File: src/rtl/fetch_queue.sv
// 8080 instruction prefetch queue: two-byte program reads, head-opcode length decode, 24-bit instruction out.
// Define FETCH_HLT_STOP_EN to make an accepted HLT stop prefetch until redirect or reset.
module fetch_queue #(
    parameter logic [15:0] RESET_PC = 16'h0000,
    parameter int          QDEPTH   = 8
) (
    input  logic        clk,
    input  logic        reset,
    output logic        mem_ren,
    output logic [15:0] mem_raddr,
    input  logic [15:0] mem_rdata,
    input  logic        redirect_valid,
    input  logic [15:0] redirect_pc,
    output logic        instr_valid,
    input  logic        instr_ready,
    output logic [23:0] instr,
    output logic [15:0] instr_pc,
    output logic [1:0]  instr_len
);

    localparam int PW = $clog2(QDEPTH);
    localparam int CW = PW + 2;
    localparam logic [CW-1:0] ISSUE_LIMIT = CW'(QDEPTH - 2);
    localparam logic [CW-1:0] COUNT_MAX   = CW'(QDEPTH);

    logic [7:0]    queue_q [QDEPTH];
    logic [PW-1:0] rdPtr_q, rdPtr_d, wrPtr_q, wrPtr_d;
    logic [PW-1:0] rdPtr1, rdPtr2, wrPtr1;
    logic [CW-1:0] count_q, count_d, committed;
    logic          inflight_q, inflight_d;
    logic [15:0]   fetchPc_q, fetchPc_d, instrPc_q, instrPc_d;
    logic          halted_q, hltTake;
    logic [7:0]    head, byte1, byte2;
    logic [1:0]    headLen;
    logic          push, pop, issue, flush;

    assign rdPtr1 = rdPtr_q + PW'(1);
    assign rdPtr2 = rdPtr_q + PW'(2);
    assign wrPtr1 = wrPtr_q + PW'(1);
    assign head   = queue_q[rdPtr_q];
    assign byte1  = queue_q[rdPtr1];
    assign byte2  = queue_q[rdPtr2];

    always_comb begin
        casez (head)
            8'b00??0001, 8'h22, 8'h2A, 8'h32, 8'h3A, 8'hC3, 8'hCD,
            8'b11???010, 8'b11???100:               headLen = 2'd3;
            8'b00???110, 8'b11???110, 8'hDB, 8'hD3: headLen = 2'd2;
            default:                                headLen = 2'd1;
        endcase
    end

    // A returning read still occupies space, so it counts against the issue limit.
    assign committed   = count_q + (inflight_q ? CW'(2) : CW'(0));
    assign issue       = !reset && !redirect_valid && !halted_q && (committed <= ISSUE_LIMIT);
    assign instr_valid = !reset && !halted_q && (count_q != '0) && (count_q >= CW'(headLen));
    assign pop         = instr_valid && instr_ready && !redirect_valid;
    assign flush       = redirect_valid || hltTake;
    assign push        = inflight_q && !flush && !halted_q;

    assign mem_ren   = issue;
    assign mem_raddr = fetchPc_q;
    assign instr_pc  = instrPc_q;
    assign instr_len = instr_valid ? headLen : 2'd0;
    assign instr     = instr_valid ? {head,
                                      (headLen != 2'd1) ? byte1 : 8'h00,
                                      (headLen == 2'd3) ? byte2 : 8'h00} : 24'h000000;

`ifdef FETCH_HLT_STOP_EN
    assign hltTake = pop && (head == 8'h76);

    always_ff @(posedge clk) begin
        if (reset || redirect_valid) halted_q <= 1'b0;
        else if (hltTake)            halted_q <= 1'b1;
    end
`else
    assign hltTake  = 1'b0;
    assign halted_q = 1'b0;
`endif

    always_comb begin
        rdPtr_d    = rdPtr_q;
        wrPtr_d    = wrPtr_q;
        count_d    = count_q;
        fetchPc_d  = issue ? fetchPc_q + 16'd2 : fetchPc_q;
        instrPc_d  = instrPc_q;
        inflight_d = issue;
        if (redirect_valid) begin
            rdPtr_d   = '0;
            wrPtr_d   = '0;
            count_d   = '0;
            fetchPc_d = redirect_pc;
            instrPc_d = redirect_pc;
        end else begin
            if (pop) begin
                rdPtr_d   = rdPtr_q + PW'(headLen);
                instrPc_d = instrPc_q + 16'(headLen);
            end
            if (push) wrPtr_d = wrPtr_q + PW'(2);
            count_d = count_q + (push ? CW'(2) : CW'(0)) - (pop ? CW'(headLen) : CW'(0));
            if (hltTake) begin
                rdPtr_d = '0;
                wrPtr_d = '0;
                count_d = '0;
            end
        end
    end

    always_ff @(posedge clk) begin
        if (reset) begin
            rdPtr_q    <= '0;
            wrPtr_q    <= '0;
            count_q    <= '0;
            inflight_q <= 1'b0;
            fetchPc_q  <= RESET_PC;
            instrPc_q  <= RESET_PC;
        end else begin
            rdPtr_q    <= rdPtr_d;
            wrPtr_q    <= wrPtr_d;
            count_q    <= count_d;
            inflight_q <= inflight_d;
            fetchPc_q  <= fetchPc_d;
            instrPc_q  <= instrPc_d;
        end
    end

    // Lower address lands first so the head stays in program order.
    always_ff @(posedge clk) begin
        if (push) begin
            queue_q[wrPtr_q] <= mem_rdata[15:8];
            queue_q[wrPtr1]  <= mem_rdata[7:0];
        end
    end

    always_ff @(posedge clk) begin
        if (!reset) assert (count_d <= COUNT_MAX);
    end

endmodule

File: config.mk
export PLATFORM = sky130hd
export DESIGN_NAME = fetch_queue
export DESIGN_NICKNAME = d
export VERILOG_FILES = /design/src/rtl/fetch_queue.sv
export SDC_FILE = /design/constraint.sdc
export NUM_CORES = 1
export LEC_CHECK = 0
export ABC_AREA = 0
export BUFFER_PORTS_ARGS = -buffer_cell sky130_fd_sc_hd__buf_2
export CAP_MARGIN = 20
export CORE_MARGIN = 2
export CORE_UTILIZATION = 55
export CTS_CLUSTER_DIAMETER = 40
export DETAILED_ROUTE_END_ITERATION = 6
export GPL_ROUTABILITY_DRIVEN = 0
export GPL_TIMING_DRIVEN = 1
export MAX_ROUTING_LAYER = met4
export PLACE_DENSITY = 0.87
export SETUP_SLACK_MARGIN = 0.2
export SYNTH_ARGS = -nofsm -noshare
export SYNTH_HDL_FRONTEND = slang
export SYNTH_SLANG_ARGS = --single-unit
File: constraint.sdc
create_clock -name clk -period 14.09 [get_ports clk]
set_clock_uncertainty 0.1 [all_clocks]
set_input_delay 1.409 -clock clk [delete_from_list [all_inputs] [get_ports clk]]
set_output_delay 1.409 -clock clk [all_outputs]
set_load 0.02 [all_outputs]
==> impl_metrics.yaml <==
outcome:
  status: "finished, final reports clean"
synth:
  synth_edf_count: 64
  synth-seq-cells: 110
  synth_warnings: 0
  yosys.area.top_type: "edfxtp_1"
  synth_cell_types: 59
  synth_top_area_share: 0.3037
  syn-instance-count: 506
  syn-mean-instance-area_um2: 12.51
  async_flop_share: 0
  ys_seq_area_frac: 0.4492
  synth_area_um2: 6329
  synthTopCellsByArea: "edfxtp_1, mux4_2, dfxtp_1, ha_1, mux2i_1"
  syn_nets: 567
  synth_ff_type: "edfxtp_1"
pwr:
  finalPower_w: 0.0007263
  pwr_density_cell_nw_per_um2: 101.2
  p_leak_nw: 2.578
  vdd_drop_max_mv: 0.06150
placement:
  pre_cts_ws_ns: 7.801
  dp_cells: 718
  port_buffers: 95
  dp_hpwl_mm: 10.71
worst_hold_path:
  min_path_type: "flip-flop to flip-flop"
  whs_path_depth: 2
run:
  drv_cap: 0
global_routing:
  overflow: 0
  grt_usage: 0.2509
  grt_max_degree: 36
  grt_pass1_vias: 4650
  grt_antenna_before_repair: 0
  grt_pass1_wl_mm: 24.02
worst_setup_path:
  critical_path_class: "flip-flop to output pin"
  crit_path_max_fanout: 18
  slowest_stage: "dfxtp_1"
  cp_cell_sequence: "mux4_1, mux2i_1, or2_2, a221oi_4, nor4_4, ha_1, a21boi_1, o21ai_1, buf_4, inv_1, o31ai_2, nor2_1, buf_2"
  worst_path_largest_cell_delay_ns: 0.97
  startpoint_type: "flip-flop"
  rr_worst_depth: 16
  arrival_ns: 5.19
  end_kind: "output pin"
  worstPathRequired_ns: 12.58
routing:
  vias_per_cell: 6.293
  drtPass1Iterations: 5
  detail_route.wl_per_cell_um: 19.95
  vias: 4625
  route.detailed.drc: 0
  ant_nets: 0
  wl_mm: 14.66
  drtIter0Drc: 410
timing:
  setup_violations: 0
  period_needed_ns: 6.701
  final_max_slew_viol_count: 0
  finalCritPeriodShare: 0.4756
  fin_tns_setup_ns: 0
  clock.fmax_ghz: 0.1492
  hold_slack_ns: 0.3744
  final.setup.worst_slack_ns: 7.389
  final-hold-violation-count: 0
  rsz0062_at_grt: "no"
  worst_pin_slew_ns: 1.011
  slew-limit-headroom: 0.3262
die:
  initial_utilization: 0.5590
  die_area_um2: 12380
  fp.dieH_um: 111.3
  die_w_um: 111.3
  rows: 39
  ios: 96
  core_area_um2: 11320
clock_network:
  cts_tree: "done"
  root_buffer: "clkbuf_16"
  numClockSinks: 110
  clkTransAtPathRegs_ns: 0.07
  h-tree-depth: 3
  cts_resized: 0
  ctsHoldBuffers: 0
  cts_setup_buffers: 0
  cts_made_buffers: 9
  worstSkewPairLatency_ns: 0.35
  clockBufferDepth: 2
final_layout:
  drive_gt1_frac: 0.3057
  fin_cells: 735
  num_antenna_cells: 0
  syn2layout_area_growth_pct: 13.44
  nets: 648
[routing by layer]
metal  part of all wire  track usage
met2               0.51       0.4106
met5                  0            -
met4              0.020      0.07490
met3              0.076      0.04483
met1               0.39       0.3240
[critical path: cells and delay by family, from the launching register on]
kind | cells | cell delay (ns)
adders and majority gates | 1 | 0.37
AOI/OAI and AO/OA | 4 | 0.70
DFF | 1 | 0.97
muxes | 2 | 0.96
buffers and inverters | 3 | 0.62
and+or+nand+nor | 3 | 1.23
[kinds of logic after synthesis]
group                      share of synthesized area
buffers and inverters                        0.04171
adders and majority gates                    0.05417
DFF                                           0.4492
and+or+nand+nor                               0.1131
muxes                                         0.2252
AOI/OAI and AO/OA                            0.07928
xor gates and xnor gates                     0.03737
[power by group]
group | switching (W) | leakage, nW | total [W] | internal, W
combinational | 0.0000547 | 1.47 | 0.0000909 | 0.0000362
clock | 0.000115 | 0.151 | 0.000273 | 0.000158
sequential | 0.0000126 | 0.957 | 0.000363 | 0.000350
[cell usage in the layout (no fill, tap or decap), drive strengths merged, types with 3 or more instances in the layout]
cell and count:
a21oi 25, fa 4, nand3 11, nand3b 3, or2 3, edfxtp 64, nor2b 4, xor2 3
ha 21, nand4 5, and2 6, mux4 48, o21ai 12, dfxtp 46, a21boi 13, a211oi 5
nand2 20, o21bai 3, nor4 7, clkbuf 10, xnor2 24, nor3 22, buf 97, inv 33
mux2i 26, nor2 46, or3 3
[path summary, 6_finish.rpt]
kind                              from                         to  slack [ns]
max                          flip-flop                   instr[1]        7.39
min          mem_raddr[0]$_SDFFE_PP0P_  mem_raddr[0]$_SDFFE_PP0P_        0.37
max reg2reg                  flip-flop      count_q[3]$_SDFF_PN0_        8.07
min reg2reg  mem_raddr[0]$_SDFFE_PP0P_  mem_raddr[0]$_SDFFE_PP0P_        0.37
[cell usage after synthesis, drive strengths merged (6+ instances only)]
cell type  count
nor4           7
nor3          22
mux2i         26
o21ai         12
edfxtp        64
inv           32
mux4          48
nor2          46
and2           6
xnor2         24
a21boi        13
buf           10
dfxtp         46
nand3         11
nand2         20
a21oi         25
clkbuf        17
ha            21
[sequential cells by signal, summed over array words and instances, names as in the netlist, named ones only]
signal and cells:
inflight_q 1, instr_pc 16, rdPtr_q 3, mem_raddr 16, count_q 5, queue_q 64
wrPtr_q 2
[metrics by stage]
step                  util  area [µm²]
finish              0.6342        7179
global route        0.6342        7179
CTS                 0.6335        7172
detailed placement  0.6049        6848
global placement    0.6049        6848
floorplan                -        6329
[area by class of cell]
class,instances,area (µm²)
clock buffers,10,229.0
clock inverters,6,95.09
fillers,826,4141
inverters,32,120.1
multi-input cells,337,3222
flip-flops and latches,110,2844
well taps,143,178.9
repair buffers,97,490.5
Note: power is estimated with default switching activity, not from simulation.
